## src/rtl/snake_pixel_renderer_pkg.sv

```systemverilog
`default_nettype none
// ============================================================================
//  Module   : snake_pkg
//  Purpose  : Shared types and default constants for the snake pixel renderer
//  Revision : 1.0  initial release
// ============================================================================
package snake_pkg;
  localparam int COORD_W = 10;

  typedef logic [11:0]        rgb12_t;
  typedef logic [COORD_W-1:0] coord_t;

  localparam int     MAX_SEGS_DEFAULT = 16;
  localparam int     HALF_DEFAULT     = 5;
  localparam rgb12_t HEAD_RGB_DEFAULT = 12'h0F0;
  localparam rgb12_t BODY_RGB_DEFAULT = 12'h00F;
  localparam rgb12_t FOOD_RGB_DEFAULT = 12'hF00;
  localparam rgb12_t BG_RGB_DEFAULT   = 12'hFFF;
endpackage
`default_nettype wire

```

## src/rtl/snake_pixel_renderer_if.sv

```systemverilog
`default_nettype none
// ============================================================================
//  Module   : snake_pixel_renderer_if
//  Purpose  : Video timing, game-state write bus and RGB pins of the renderer
//  Revision : 1.0  initial release
// ============================================================================
interface snake_pixel_renderer_if
  import snake_pkg::*;
#(
  parameter int MAX_SEGS = MAX_SEGS_DEFAULT
);
  localparam int IDXW = (MAX_SEGS > 1) ? $clog2(MAX_SEGS) : 1;

  coord_t          hcount;
  coord_t          vcount;
  logic            h_visable;
  logic            v_visable;
  logic            frame_start;
  logic            black;
  logic            seg_we;
  logic [IDXW-1:0] seg_idx;
  coord_t          seg_x;
  coord_t          seg_y;
  logic            len_we;
  logic [IDXW:0]   snake_len;
  logic            food_we;
  coord_t          food_x;
  coord_t          food_y;
  logic            food_en;
  logic [3:0]      R;
  logic [3:0]      G;
  logic [3:0]      B;

  // Sync counter and game logic side
  modport master (
    output hcount, vcount, h_visable, v_visable, frame_start, black,
    output seg_we, seg_idx, seg_x, seg_y, len_we, snake_len,
    output food_we, food_x, food_y, food_en,
    input  R, G, B
  );

  // Renderer side
  modport slave (
    input  hcount, vcount, h_visable, v_visable, frame_start, black,
    input  seg_we, seg_idx, seg_x, seg_y, len_we, snake_len,
    input  food_we, food_x, food_y, food_en,
    output R, G, B
  );
endinterface
`default_nettype wire

```

## src/rtl/snake_pixel_renderer_box_hit.sv

```systemverilog
`default_nettype none
// ============================================================================
//  Module   : snake_box_hit
//  Purpose  : Tests whether the current pixel lies in a (2*HALF+1) square
//             around a centre; evaluated at 11 bits so nothing wraps
//  Revision : 1.0  initial release
// ============================================================================
module snake_box_hit
  import snake_pkg::*;
#(
  parameter int HALF = HALF_DEFAULT
) (
  input  coord_t hcount,
  input  coord_t vcount,
  input  coord_t cx,
  input  coord_t cy,
  output logic   hit
);
  localparam logic [COORD_W:0] C_HALF = (COORD_W+1)'(HALF);

  logic [COORD_W:0] h11, v11, x11, y11;
  logic             in_x, in_y;

  // Widen by one bit so pixel+HALF and centre+HALF never overflow
  always_comb begin
    h11  = {1'b0, hcount};
    v11  = {1'b0, vcount};
    x11  = {1'b0, cx};
    y11  = {1'b0, cy};
    in_x = (h11 + C_HALF >= x11) && (h11 <= x11 + C_HALF);
    in_y = (v11 + C_HALF >= y11) && (v11 <= y11 + C_HALF);
    hit  = in_x && in_y;
  end
endmodule
`default_nettype wire

```

## src/rtl/snake_pixel_renderer.sv

```systemverilog
`default_nettype none
// ============================================================================
//  Module   : snake_pixel_renderer
//  Purpose  : Snake game pixel colouriser: shadow/active segment register
//             files swapped at frame start, 2-stage hit/priority pipeline
//  Revision : 1.0  initial release
// ============================================================================
module snake_pixel_renderer
  import snake_pkg::*;
#(
  parameter int     MAX_SEGS = MAX_SEGS_DEFAULT,
  parameter int     HALF     = HALF_DEFAULT,
  parameter rgb12_t HEAD_RGB = HEAD_RGB_DEFAULT,
  parameter rgb12_t BODY_RGB = BODY_RGB_DEFAULT,
  parameter rgb12_t FOOD_RGB = FOOD_RGB_DEFAULT,
  parameter rgb12_t BG_RGB   = BG_RGB_DEFAULT
) (
  input  logic                    clk,
  input  logic                    reset,
  snake_pixel_renderer_if.slave   bus
);
  localparam int            IDXW      = (MAX_SEGS > 1) ? $clog2(MAX_SEGS) : 1;
  localparam int            LW        = IDXW + 1;
  localparam logic [IDXW:0] C_MAX_LEN = LW'(MAX_SEGS);

  // Shadow (written by game logic) and active (drawn) register files
  coord_t        seg_x_sh_q [MAX_SEGS];
  coord_t        seg_y_sh_q [MAX_SEGS];
  coord_t        seg_x_sh_d [MAX_SEGS];
  coord_t        seg_y_sh_d [MAX_SEGS];
  coord_t        seg_x_act_q[MAX_SEGS];
  coord_t        seg_y_act_q[MAX_SEGS];
  coord_t        seg_x_act_d[MAX_SEGS];
  coord_t        seg_y_act_d[MAX_SEGS];
  logic [IDXW:0] len_sh_q, len_sh_d, len_act_q, len_act_d;
  coord_t        food_x_sh_q, food_x_sh_d, food_y_sh_q, food_y_sh_d;
  logic          food_en_sh_q, food_en_sh_d;
  coord_t        food_x_act_q, food_x_act_d, food_y_act_q, food_y_act_d;
  logic          food_en_act_q, food_en_act_d;

  // Pipeline stage 1 and stage 2 registers
  logic [MAX_SEGS-1:0] seg_hit_raw;
  logic                food_hit_raw;
  logic [MAX_SEGS-1:0] hit_vec_q, hit_vec_d;
  logic                food_hit_q, food_hit_d;
  logic                black_q, black_d;
  logic                vis_q, vis_d;
  rgb12_t              rgb_q, rgb_d;
  logic                body_hit;

  // Shadow writes; active copy reads pre-write shadow so same-cycle writes wait a frame
  always_comb begin
    seg_x_sh_d    = seg_x_sh_q;
    seg_y_sh_d    = seg_y_sh_q;
    len_sh_d      = len_sh_q;
    food_x_sh_d   = food_x_sh_q;
    food_y_sh_d   = food_y_sh_q;
    food_en_sh_d  = food_en_sh_q;
    seg_x_act_d   = seg_x_act_q;
    seg_y_act_d   = seg_y_act_q;
    len_act_d     = len_act_q;
    food_x_act_d  = food_x_act_q;
    food_y_act_d  = food_y_act_q;
    food_en_act_d = food_en_act_q;
    if (bus.seg_we && ({1'b0, bus.seg_idx} < C_MAX_LEN)) begin
      seg_x_sh_d[bus.seg_idx] = bus.seg_x;
      seg_y_sh_d[bus.seg_idx] = bus.seg_y;
    end
    if (bus.len_we) begin
      len_sh_d = (bus.snake_len > C_MAX_LEN) ? C_MAX_LEN : bus.snake_len;
    end
    if (bus.food_we) begin
      food_x_sh_d  = bus.food_x;
      food_y_sh_d  = bus.food_y;
      food_en_sh_d = bus.food_en;
    end
    if (bus.frame_start) begin
      seg_x_act_d   = seg_x_sh_q;
      seg_y_act_d   = seg_y_sh_q;
      len_act_d     = len_sh_q;
      food_x_act_d  = food_x_sh_q;
      food_y_act_d  = food_y_sh_q;
      food_en_act_d = food_en_sh_q;
    end
  end

  // Register file state
  always_ff @(posedge clk) begin
    if (reset) begin
      seg_x_sh_q    <= '{default: '0};
      seg_y_sh_q    <= '{default: '0};
      seg_x_act_q   <= '{default: '0};
      seg_y_act_q   <= '{default: '0};
      len_sh_q      <= '0;
      len_act_q     <= '0;
      food_x_sh_q   <= '0;
      food_y_sh_q   <= '0;
      food_en_sh_q  <= 1'b0;
      food_x_act_q  <= '0;
      food_y_act_q  <= '0;
      food_en_act_q <= 1'b0;
    end else begin
      seg_x_sh_q    <= seg_x_sh_d;
      seg_y_sh_q    <= seg_y_sh_d;
      seg_x_act_q   <= seg_x_act_d;
      seg_y_act_q   <= seg_y_act_d;
      len_sh_q      <= len_sh_d;
      len_act_q     <= len_act_d;
      food_x_sh_q   <= food_x_sh_d;
      food_y_sh_q   <= food_y_sh_d;
      food_en_sh_q  <= food_en_sh_d;
      food_x_act_q  <= food_x_act_d;
      food_y_act_q  <= food_y_act_d;
      food_en_act_q <= food_en_act_d;
    end
  end

  for (genvar gi = 0; gi < MAX_SEGS; gi++) begin : g_seg_hit
    snake_box_hit #(.HALF(HALF)) u_box_hit (
      .hcount (bus.hcount),
      .vcount (bus.vcount),
      .cx     (seg_x_act_q[gi]),
      .cy     (seg_y_act_q[gi]),
      .hit    (seg_hit_raw[gi])
    );
  end

  snake_box_hit #(.HALF(HALF)) u_food_hit (
    .hcount (bus.hcount),
    .vcount (bus.vcount),
    .cx     (food_x_act_q),
    .cy     (food_y_act_q),
    .hit    (food_hit_raw)
  );

  // Stage 1: keep only hits from live segments and an enabled food item
  always_comb begin
    hit_vec_d = '0;
    for (int i = 0; i < MAX_SEGS; i++) begin
      hit_vec_d[i] = seg_hit_raw[i] && (LW'(i) < len_act_q);
    end
    food_hit_d = food_hit_raw && food_en_act_q;
    black_d    = bus.black;
    vis_d      = bus.h_visable && bus.v_visable;
  end

  // Stage 2: colour priority blank > black > head > body > food > background
  always_comb begin
    body_hit = 1'b0;
    for (int i = 1; i < MAX_SEGS; i++) begin
      body_hit = body_hit || hit_vec_q[i];
    end
    rgb_d = BG_RGB;
    if (!vis_q || black_q) begin
      rgb_d = 12'h000;
    end else if (hit_vec_q[0]) begin
      rgb_d = HEAD_RGB;
    end else if (body_hit) begin
      rgb_d = BODY_RGB;
    end else if (food_hit_q) begin
      rgb_d = FOOD_RGB;
    end
  end

  // Pipeline registers; reset flushes both stages
  always_ff @(posedge clk) begin
    if (reset) begin
      hit_vec_q  <= '0;
      food_hit_q <= 1'b0;
      black_q    <= 1'b0;
      vis_q      <= 1'b0;
      rgb_q      <= '0;
    end else begin
      hit_vec_q  <= hit_vec_d;
      food_hit_q <= food_hit_d;
      black_q    <= black_d;
      vis_q      <= vis_d;
      rgb_q      <= rgb_d;
    end
  end

  assign bus.R = rgb_q[11:8];
  assign bus.G = rgb_q[7:4];
  assign bus.B = rgb_q[3:0];
endmodule
`default_nettype wire

```

## src/flat_wrapper.sv

```systemverilog
// flat-port wrapper written by rule: the top's interface ports become plain ports
module snake_pixel_renderer_flat import snake_pkg::*;
#(
  parameter int     MAX_SEGS = MAX_SEGS_DEFAULT,
  parameter int     HALF     = HALF_DEFAULT,
  parameter rgb12_t HEAD_RGB = HEAD_RGB_DEFAULT,
  parameter rgb12_t BODY_RGB = BODY_RGB_DEFAULT,
  parameter rgb12_t FOOD_RGB = FOOD_RGB_DEFAULT,
  parameter rgb12_t BG_RGB   = BG_RGB_DEFAULT
)
  (clk, reset, bus_hcount, bus_vcount, bus_h_visable, bus_v_visable, bus_frame_start, bus_black, bus_seg_we, bus_seg_idx, bus_seg_x, bus_seg_y, bus_len_we, bus_snake_len, bus_food_we, bus_food_x, bus_food_y, bus_food_en, bus_R, bus_G, bus_B);
  snake_pixel_renderer_if #(.MAX_SEGS(MAX_SEGS)) bus_i ();
  input  logic clk;
  input  logic reset;
  input wire logic [$bits(bus_i.hcount)-1:0] bus_hcount;
  input wire logic [$bits(bus_i.vcount)-1:0] bus_vcount;
  input wire logic [$bits(bus_i.h_visable)-1:0] bus_h_visable;
  input wire logic [$bits(bus_i.v_visable)-1:0] bus_v_visable;
  input wire logic [$bits(bus_i.frame_start)-1:0] bus_frame_start;
  input wire logic [$bits(bus_i.black)-1:0] bus_black;
  input wire logic [$bits(bus_i.seg_we)-1:0] bus_seg_we;
  input wire logic [$bits(bus_i.seg_idx)-1:0] bus_seg_idx;
  input wire logic [$bits(bus_i.seg_x)-1:0] bus_seg_x;
  input wire logic [$bits(bus_i.seg_y)-1:0] bus_seg_y;
  input wire logic [$bits(bus_i.len_we)-1:0] bus_len_we;
  input wire logic [$bits(bus_i.snake_len)-1:0] bus_snake_len;
  input wire logic [$bits(bus_i.food_we)-1:0] bus_food_we;
  input wire logic [$bits(bus_i.food_x)-1:0] bus_food_x;
  input wire logic [$bits(bus_i.food_y)-1:0] bus_food_y;
  input wire logic [$bits(bus_i.food_en)-1:0] bus_food_en;
  output wire logic [$bits(bus_i.R)-1:0] bus_R;
  output wire logic [$bits(bus_i.G)-1:0] bus_G;
  output wire logic [$bits(bus_i.B)-1:0] bus_B;
  assign bus_i.hcount = bus_hcount;
  assign bus_i.vcount = bus_vcount;
  assign bus_i.h_visable = bus_h_visable;
  assign bus_i.v_visable = bus_v_visable;
  assign bus_i.frame_start = bus_frame_start;
  assign bus_i.black = bus_black;
  assign bus_i.seg_we = bus_seg_we;
  assign bus_i.seg_idx = bus_seg_idx;
  assign bus_i.seg_x = bus_seg_x;
  assign bus_i.seg_y = bus_seg_y;
  assign bus_i.len_we = bus_len_we;
  assign bus_i.snake_len = bus_snake_len;
  assign bus_i.food_we = bus_food_we;
  assign bus_i.food_x = bus_food_x;
  assign bus_i.food_y = bus_food_y;
  assign bus_i.food_en = bus_food_en;
  assign bus_R = bus_i.R;
  assign bus_G = bus_i.G;
  assign bus_B = bus_i.B;
  snake_pixel_renderer #(.MAX_SEGS(MAX_SEGS), .HALF(HALF), .HEAD_RGB(HEAD_RGB), .BODY_RGB(BODY_RGB), .FOOD_RGB(FOOD_RGB), .BG_RGB(BG_RGB)) u_core (.clk(clk), .reset(reset), .bus(bus_i));
endmodule
```

## config.mk

```make
export PLATFORM = sky130hd
export DESIGN_NAME = snake_pixel_renderer_flat
export DESIGN_NICKNAME = d
export VERILOG_FILES = /design/src/rtl/snake_pixel_renderer_pkg.sv /design/src/rtl/snake_pixel_renderer_if.sv /design/src/rtl/snake_pixel_renderer_box_hit.sv /design/src/rtl/snake_pixel_renderer.sv /design/src/flat_wrapper.sv
export SDC_FILE = /design/constraint.sdc
export NUM_CORES = 2
export LEC_CHECK = 0
export ABC_AREA = 1
export ABC_CLOCK_PERIOD_IN_PS = 3100
export CAP_MARGIN = 20
export CORE_MARGIN = 2
export CORE_UTILIZATION = 40
export CTS_BUF_LIST = sky130_fd_sc_hd__clkbuf_16
export CTS_CLUSTER_DIAMETER = 30
export CTS_CLUSTER_SIZE = 8
export DETAILED_ROUTE_END_ITERATION = 12
export GPL_ROUTABILITY_DRIVEN = 0
export GPL_TIMING_DRIVEN = 0
export REMOVE_ABC_BUFFERS = 1
export SYNTH_ARGS = -nofsm -noshare
export SYNTH_HDL_FRONTEND = slang
export SYNTH_SLANG_ARGS = --single-unit
export TNS_END_PERCENT = 10
```

## constraint.sdc

```tcl
create_clock -name clk -period 3.1 [get_ports clk]
set_input_delay 0.465 -clock clk [delete_from_list [all_inputs] [get_ports clk]]
set_output_delay 0.465 -clock clk [all_outputs]
set_load 0.005 [all_outputs]
```

Yosys cells after proc, flatten, opt, wreduce, memory -nomap -nowiden
Index checks and enable logic that the tools add are counted.
{ "classes": {"n_addsub": 36, "order_cmp": 87, "muxes": 8, "bitwise": 1, "n_reduce_logical": 89} }
{ "ops": {"columns": ["operator", "n"], "rows": [
  ["adder 10 x 3 -> 11 bit, second input constant", 36],
  ["greater-or-equal comparator 11 x 10 -> 1 bit", 34],
  ["<= comparator 10 x 11 -> 1 bit", 34],
  ["bitwise mux 160 bit", 2],
  ["logical AND 1 bit", 70],
  ["demux 10 bit (select 4 bit)", 1],
  ["less-than comparator 4 x 5 -> 1 bit, first input constant", 8],
  ["two-way mux 8 bit", 3],
  ["less-than comparator 3 x 5 -> 1 bit, first input constant", 4],
  ["logical OR 1 bit", 15],
  ["less-than comparator 1 x 5 -> 1 bit, first input constant", 2],
  ["less-than comparator 2 x 5 -> 1 bit, first input constant", 2],
  ["two-way mux 10 bit", 1],
  ["greater-or-equal comparator 5 bit, second input constant", 1],
  ["> comparator 5 bit, second input constant", 1],
  ["less-than comparator 5 x 1 -> 1 bit, second input constant", 1],
  ["two-way mux 5 bit", 1],
  ["NOT 4 -> 5 bit", 1],
  ["OR reduction 4 bit", 1],
  ["OR reduction 3 bit", 1],
  ["OR reduction 2 bit", 1],
  ["logical NOT 1 bit", 1]
]} }
{ "totals": {"register_bits": 723, "input_bits": 79, "out_inout_bits": 12, "elab_cells": 300} }

Logic depth before layout (Yosys ltp)
{ "logic_depth": {"word_depth": 16, "mapped_depth": 18} }

Modules after synthesis
A second synthesis with hierarchy kept.
{ "unflattened": {"hier_cells": 7535, "area_unflattened_um2": 52335.2} }
{ "by_module_without_submodules": {"columns": ["module", "n_inst", "cells_per_inst", "area_each_um2"], "rows": [
  ["snake_pixel_renderer", 1, 2858, 23804.1],
  ["snake_box_hit at u_core.g_seg_hit[0].u_box_hit ...", 8, 282, 1705.4],
  ["snake_box_hit at u_core.g_seg_hit[1].u_box_hit ...", 7, 266, 1639.1],
  ["snake_box_hit at u_core.g_seg_hit[8].u_box_hit", 1, 272, 1716.6],
  ["snake_box_hit at u_core.g_seg_hit[11].u_box_hit", 1, 287, 1697.9]
]} }

Worst setup path before layout
Ideal clock, no wire load.
{ "synth_timing": {"path_type": "input -> register", "start": "input port bus_hcount[1]", "end": "register u_core.hit_vec_q[10]", "arrival_time_ns": 2.750, "required_ns": 2.985, "slack_ns": 0.235, "stages": 13, "n_path_buf": 0, "path_cell_list": "a21o_1 -> nand3_1 -> nor3_1 -> nand3_1 -> xor2_1 -> ha_1 -> nand2_1 -> inv_1 -> a22o_1 -> nor3_1 -> nand2_1 -> nand3_1 -> nor2_1"} }
{ "synth_between": {"elab_chain_len": 5, "elab_cells_between_ends": 6, "cone_classes": "add/sub (1); order compare (2); reduce/logical (3)"} }
{ "synth_lines": {"columns": ["item", "line", "rtl"], "rows": [
  ["start, declared", "flat_wrapper.sv:15", "input wire logic [$bits(bus_i.hcount)-1:0] bus_hcount;"],
  ["adder 10 x 3 -> 11 bit", "snake_pixel_renderer_box_hit.sv:30", "in_x = (h11 + C_HALF >= x11) && (h11 <= x11 + C_HALF);"],
  ["greater-or-equal comparator 11 x 10 -> 1 bit", "snake_pixel_renderer_box_hit.sv:30", null],
  ["logical AND 1 bit *", "snake_pixel_renderer_box_hit.sv:30", null],
  ["logical AND 1 bit *", "snake_pixel_renderer_box_hit.sv:32", "hit = in_x && in_y;"],
  ["logical AND 1 bit *", "snake_pixel_renderer.sv:140", "hit_vec_d[i] = seg_hit_raw[i] && (LW'(i) < len_act_q);"],
  ["end signal, assigned", "snake_pixel_renderer.sv:174", "hit_vec_q <= hit_vec_d;"],
  ["end, declared", "snake_pixel_renderer.sv:44", "logic [MAX_SEGS-1:0] hit_vec_q, hit_vec_d;"]
]} }
Every way passes the cells marked *; elsewhere a longest branch is shown, timed or not.
A chain may end at the register's enable or synchronous reset.

Worst setup path in the final report
{ "layout_timing": {"start": "input port bus_vcount[1]", "end": "register u_core.hit_vec_q[13]"} }
{ "layout_between": {"elab_chain_len": 5, "elab_cells_between_ends": 6, "cone_classes": "add/sub (1); order compare (2); reduce/logical (3)"} }
{ "layout_lines": {"columns": ["item", "line", "rtl"], "rows": [
  ["start, declared", "flat_wrapper.sv:16", "input wire logic [$bits(bus_i.vcount)-1:0] bus_vcount;"],
  ["adder 10 x 3 -> 11 bit", "snake_pixel_renderer_box_hit.sv:31", "in_y = (v11 + C_HALF >= y11) && (v11 <= y11 + C_HALF);"],
  ["greater-or-equal comparator 11 x 10 -> 1 bit", "snake_pixel_renderer_box_hit.sv:31", null],
  ["logical AND 1 bit *", "snake_pixel_renderer_box_hit.sv:31", null],
  ["logical AND 1 bit *", "snake_pixel_renderer_box_hit.sv:32", null],
  ["logical AND 1 bit *", "snake_pixel_renderer.sv:140", null]
]} }
Marks and branches as above.

==> impl_metrics.ini <==
[outcome]
run_status = complete, no violations

[final_layout]
nets = 7147
design_area_um2 = 54400
fillers = 11300
layoutNonFillerInstCount = 8000
ratio_of_cells_with_drive_above_1_in_the_final_layout_pct = 6.32
area_growth_syn_to_layout_pct = 18.9

[route]
dr_wl_cell_um = 17.6
routed_via_density = 5.16
ant_nets = 0
vias = 41300
drtPass1Iterations = 6
drc = 0
drt_first_iter_violations = 2788
drt_wl_total_mm = 141

[clock_tree]
cts.path.max_buffers = 3
numCtsBuffers = 163
tritoncts = done
h-tree-depth = 4
clk_pin_slew_ns = 0.05
clkSinkCount = 714
insertion_delay_ns = 0.74
postCtsHoldBufs = 0
clk_root_buffer_cell = sky130_fd_sc_hd__clkbuf_16

[critical_path]
critical_path.reg2reg.startpoint = u_core.seg_x_act_q[130]$_SDFFE_PP0P_
crit_arrival_ns = 3.66
timing.critical_path.fanout_max = 19
crit_required_ns = 3.77
crit_start = bus_vcount[1]
crit_type = primary input to flop
timing.critical_path.to_type = flop
critical_path.startpoint_type = primary input

[grt]
grt_pass1_vias = 38400
maximum_number_of_pins_on_one_net_before_global_route_repair = 176
gr-total-overflow = 0
gr-usage-all-layers_pct = 23.7
grt_antenna_before_repair = 6
grt_first_pass_wirelength_mm = 216

[sta]
report.final.slew_viol_count = 0
actual_transition_at_the_worst_max_transition_pin_ns = 1.04
setup_viol = 0
max_freq_ghz = 0.335
totalNegativeSetupSlack_ns = 0
timing_hold_violations_final = 0
finalCriticalPeriod_ns = 2.98
clock_skew_ns = 0.0315
fin_crit_sh_pct = 96.2
relSlewSlack_pct = 30.6

[synthesis]
synth.yosys.seq_area_share_pct = 31.2
synth_seq_cells = 714
ys.warnings.count = 0
ys.flop_type = sky130_fd_sc_hd__dfxtp_1
asyncSetResetFlopFracSynth_pct = 0
synth_cell_types = 41
post_synth_inst_count = 6293
synth-edff-count = 0
synth.avg_cell_area_um2 = 7.27
post_synth_instance_area_um2 = 45800

[place]
post-place-cells = 7694
dpl-instance-area_um2 = 48600
port_buffers = 90
place_hpwl_mm = 91.2

[floorplan]
width_of_the_die_um = 342
boundaryPins = 91
die-area_um2 = 117000
die_height_um = 342
core_area_um2 = 114000
core.rowCount = 124
initial_core_util_pct = 40.2

[power]
power_switching_share_pct = 27.8
combPwrFrac_pct = 14.9
vdd_drop_max_mv = 0.542
share_clk_of_total_power_pct = 54.8
pwr_per_cell_area_nw_per_um2 = 596
net-switching-power_mw = 9.00
lkg_pwr_nw = 24.3
p_int_mw = 23.4
seqPwrFrac_pct = 30.3

[min_path]
holdCritStartpoint = bus_black
hold_path.class = primary input to flop

[run]
timing.max_cap.violations = 0
-- path summary, 6_finish.rpt --
path | depth (start not counted) | end | slack, ns
worst min-delay path | 3 | u_core.black_q$_SDFF_PP0_ | 0.24
worst min register to register | 1 | u_core.rgb_q[10]$_SDFF_PP0_ | 0.44
worst max-delay path | 19 | u_core.hit_vec_q[13]$_SDFF_PP0_ | 0.12
worst max register to register | 15 | u_core.hit_vec_q[2]$_SDFF_PP0_ | 0.22
-- layout make-up --
| cell class | count | area (µm²) | share of cell area, % |
|---|---|---|---|
| clock inverters | 135 | 1590 | 2.92 |
| diodes | 1 | 2.50 | 0.00460 |
| multi-input cells | 4637 | 28000 | 51.5 |
| flip-flops and latches | 714 | 14300 | 26.3 |
| inverters | 690 | 2610 | 4.79 |
| clock buffers | 165 | 4130 | 7.59 |
| repair buffers | 146 | 1890 | 3.47 |
| well taps | 1512 | 1890 | 3.48 |
-- placed cells by master (no fill, tap or decap), types with 8 or more instances in the layout --
cell type,synthesis,routed
sky130_fd_sc_hd__nor4_1,8,8
sky130_fd_sc_hd__clkinv_1,2,21
sky130_fd_sc_hd__o21ai_0,799,798
sky130_fd_sc_hd__clkinvlp_4,0,16
sky130_fd_sc_hd__clkbuf_16,0,165
sky130_fd_sc_hd__ha_1,716,715
sky130_fd_sc_hd__buf_12,0,10
sky130_fd_sc_hd__clkdlybuf4s50_1,0,53
sky130_fd_sc_hd__nor3_1,70,68
sky130_fd_sc_hd__nor2_2,11,24
sky130_fd_sc_hd__o21a_1,43,43
sky130_fd_sc_hd__buf_16,0,23
sky130_fd_sc_hd__inv_1,688,699
sky130_fd_sc_hd__clkinv_4,0,13
sky130_fd_sc_hd__nand2_1,831,831
sky130_fd_sc_hd__buf_8,0,17
sky130_fd_sc_hd__bufinv_16,0,29
sky130_fd_sc_hd__nand4_1,67,67
sky130_fd_sc_hd__a21oi_1,619,619
sky130_fd_sc_hd__nor2_1,947,933
sky130_fd_sc_hd__nand3_1,161,160
sky130_fd_sc_hd__clkinv_2,0,28
sky130_fd_sc_hd__buf_2,28,29
sky130_fd_sc_hd__buf_4,10,9
sky130_fd_sc_hd__a21o_1,41,41
sky130_fd_sc_hd__xor2_1,269,264
sky130_fd_sc_hd__nand3b_1,13,13
sky130_fd_sc_hd__dfxtp_1,714,714
-- worst max-delay path, stage by stage --
cell and delay [ns]:
sky130_fd_sc_hd__buf_6 0.31, sky130_fd_sc_hd__ha_1 0.31, sky130_fd_sc_hd__o21ai_2 0.11, sky130_fd_sc_hd__nor2_4 0.15, sky130_fd_sc_hd__nand2_1 0.11, sky130_fd_sc_hd__xor2_2 0.23
sky130_fd_sc_hd__clkinvlp_4 0.17, sky130_fd_sc_hd__buf_16 0.19, sky130_fd_sc_hd__ha_1 0.31, sky130_fd_sc_hd__nand2_1 0.07, sky130_fd_sc_hd__nor2_1 0.16, sky130_fd_sc_hd__nand2_1 0.07
sky130_fd_sc_hd__nand2_1 0.06, sky130_fd_sc_hd__nand2_1 0.04, sky130_fd_sc_hd__nand3_1 0.07, sky130_fd_sc_hd__nand2_1 0.05, sky130_fd_sc_hd__nand2_1 0.30, sky130_fd_sc_hd__nand3_1 0.30
sky130_fd_sc_hd__nor2_1 0.14
-- through the flow --
stage / hold WS [ns] / worst slack [ns] / power, mW / utilization [%]
final: 0.244 / 0.117 / 32.4 / 47.8
after detailed placement: 0.443 / -1.31 / 14.7 / 42.7
after global routing: 0.229 / -0.0291 / 33.8 / 47.8
after global placement: 0.439 / -18.33 / 14.6 / 41.7
after CTS: 0.204 / 0.0138 / 32.6 / 47.7
after floorplan: 0.421 / -6.79 / 13.1 / -
-- state kept, by name, indices dropped and copies added (netlist names) --
register              count
u_core.seg_x_act_q      160
u_core.seg_x_sh_q       160
u_core.seg_y_act_q      160
u_core.seg_y_sh_q       160
u_core.hit_vec_q         16
u_core.food_x_act_q      10
u_core.food_x_sh_q       10
u_core.food_y_act_q      10
u_core.food_y_sh_q       10
u_core.len_act_q          5
u_core.len_sh_q           5
u_core.rgb_q              3
u_core.black_q            1
u_core.food_en_act_q      1
u_core.food_en_sh_q       1
u_core.food_hit_q         1
u_core.vis_q              1
-- Yosys cell counts, drive strengths merged, types with 5 or more instances --
| master | count | area [µm²] |
|---|---|---|
| nor2 | 959 | 3630 |
| nand2 | 832 | 3130 |
| o21ai | 801 | 4010 |
| ha | 716 | 8960 |
| dfxtp | 714 | 14300 |
| inv | 688 | 2580 |
| a21oi | 619 | 3100 |
| xor2 | 269 | 2360 |
| clkbuf | 212 | 796 |
| nand3 | 161 | 806 |
| nor3 | 70 | 350 |
| nand4 | 67 | 419 |
| o21a | 43 | 323 |
| a21o | 41 | 308 |
| buf | 40 | 230 |
| nand3b | 13 | 97.6 |
| nor4 | 8 | 50.1 |
| o41ai | 5 | 43.8 |
| xnor2 | 5 | 43.8 |
-- layer usage --
metal | GRT usage [%] | part of all wire [%]
met5 | 0 | 0.020
met3 | 3.31 | 5.1
met1 | 31.6 | 47
met4 | 8.57 | 3.1
met2 | 38.9 | 45
-- power groups by stage --
stage	sequential, mW	clock (mW)	combinational [mW]
finish	9.82	17.8	4.83
global route	9.85	18.4	5.51
CTS	9.81	18.0	4.81
detailed placement	9.97	0	4.76
global placement	9.97	0	4.63
floorplan	9.92	0	3.13
-- repair_timing --
action                                  in CTS  in global routing
endpoints found under the setup margin      17                 12
gates resized for setup                     11                 10
pin swaps                                    1                  0
setup buffers                                5                  0
-- cells by family (layout without fill, tap and decap cells) --
group | after synthesis | after routing | synth area share (%)
xor+xnor | 274 | 274 | 5.24
simple gates | 2124 | 2124 | 18.8
other cells | 0 | 1 | 0
buf+inv | 942 | 1136 | 7.90
compound gates | 1523 | 1523 | 17.3
fa+ha+maj | 716 | 716 | 19.6
flops | 714 | 714 | 31.2
No activity file was read; power rests on OpenSTA's default activity.
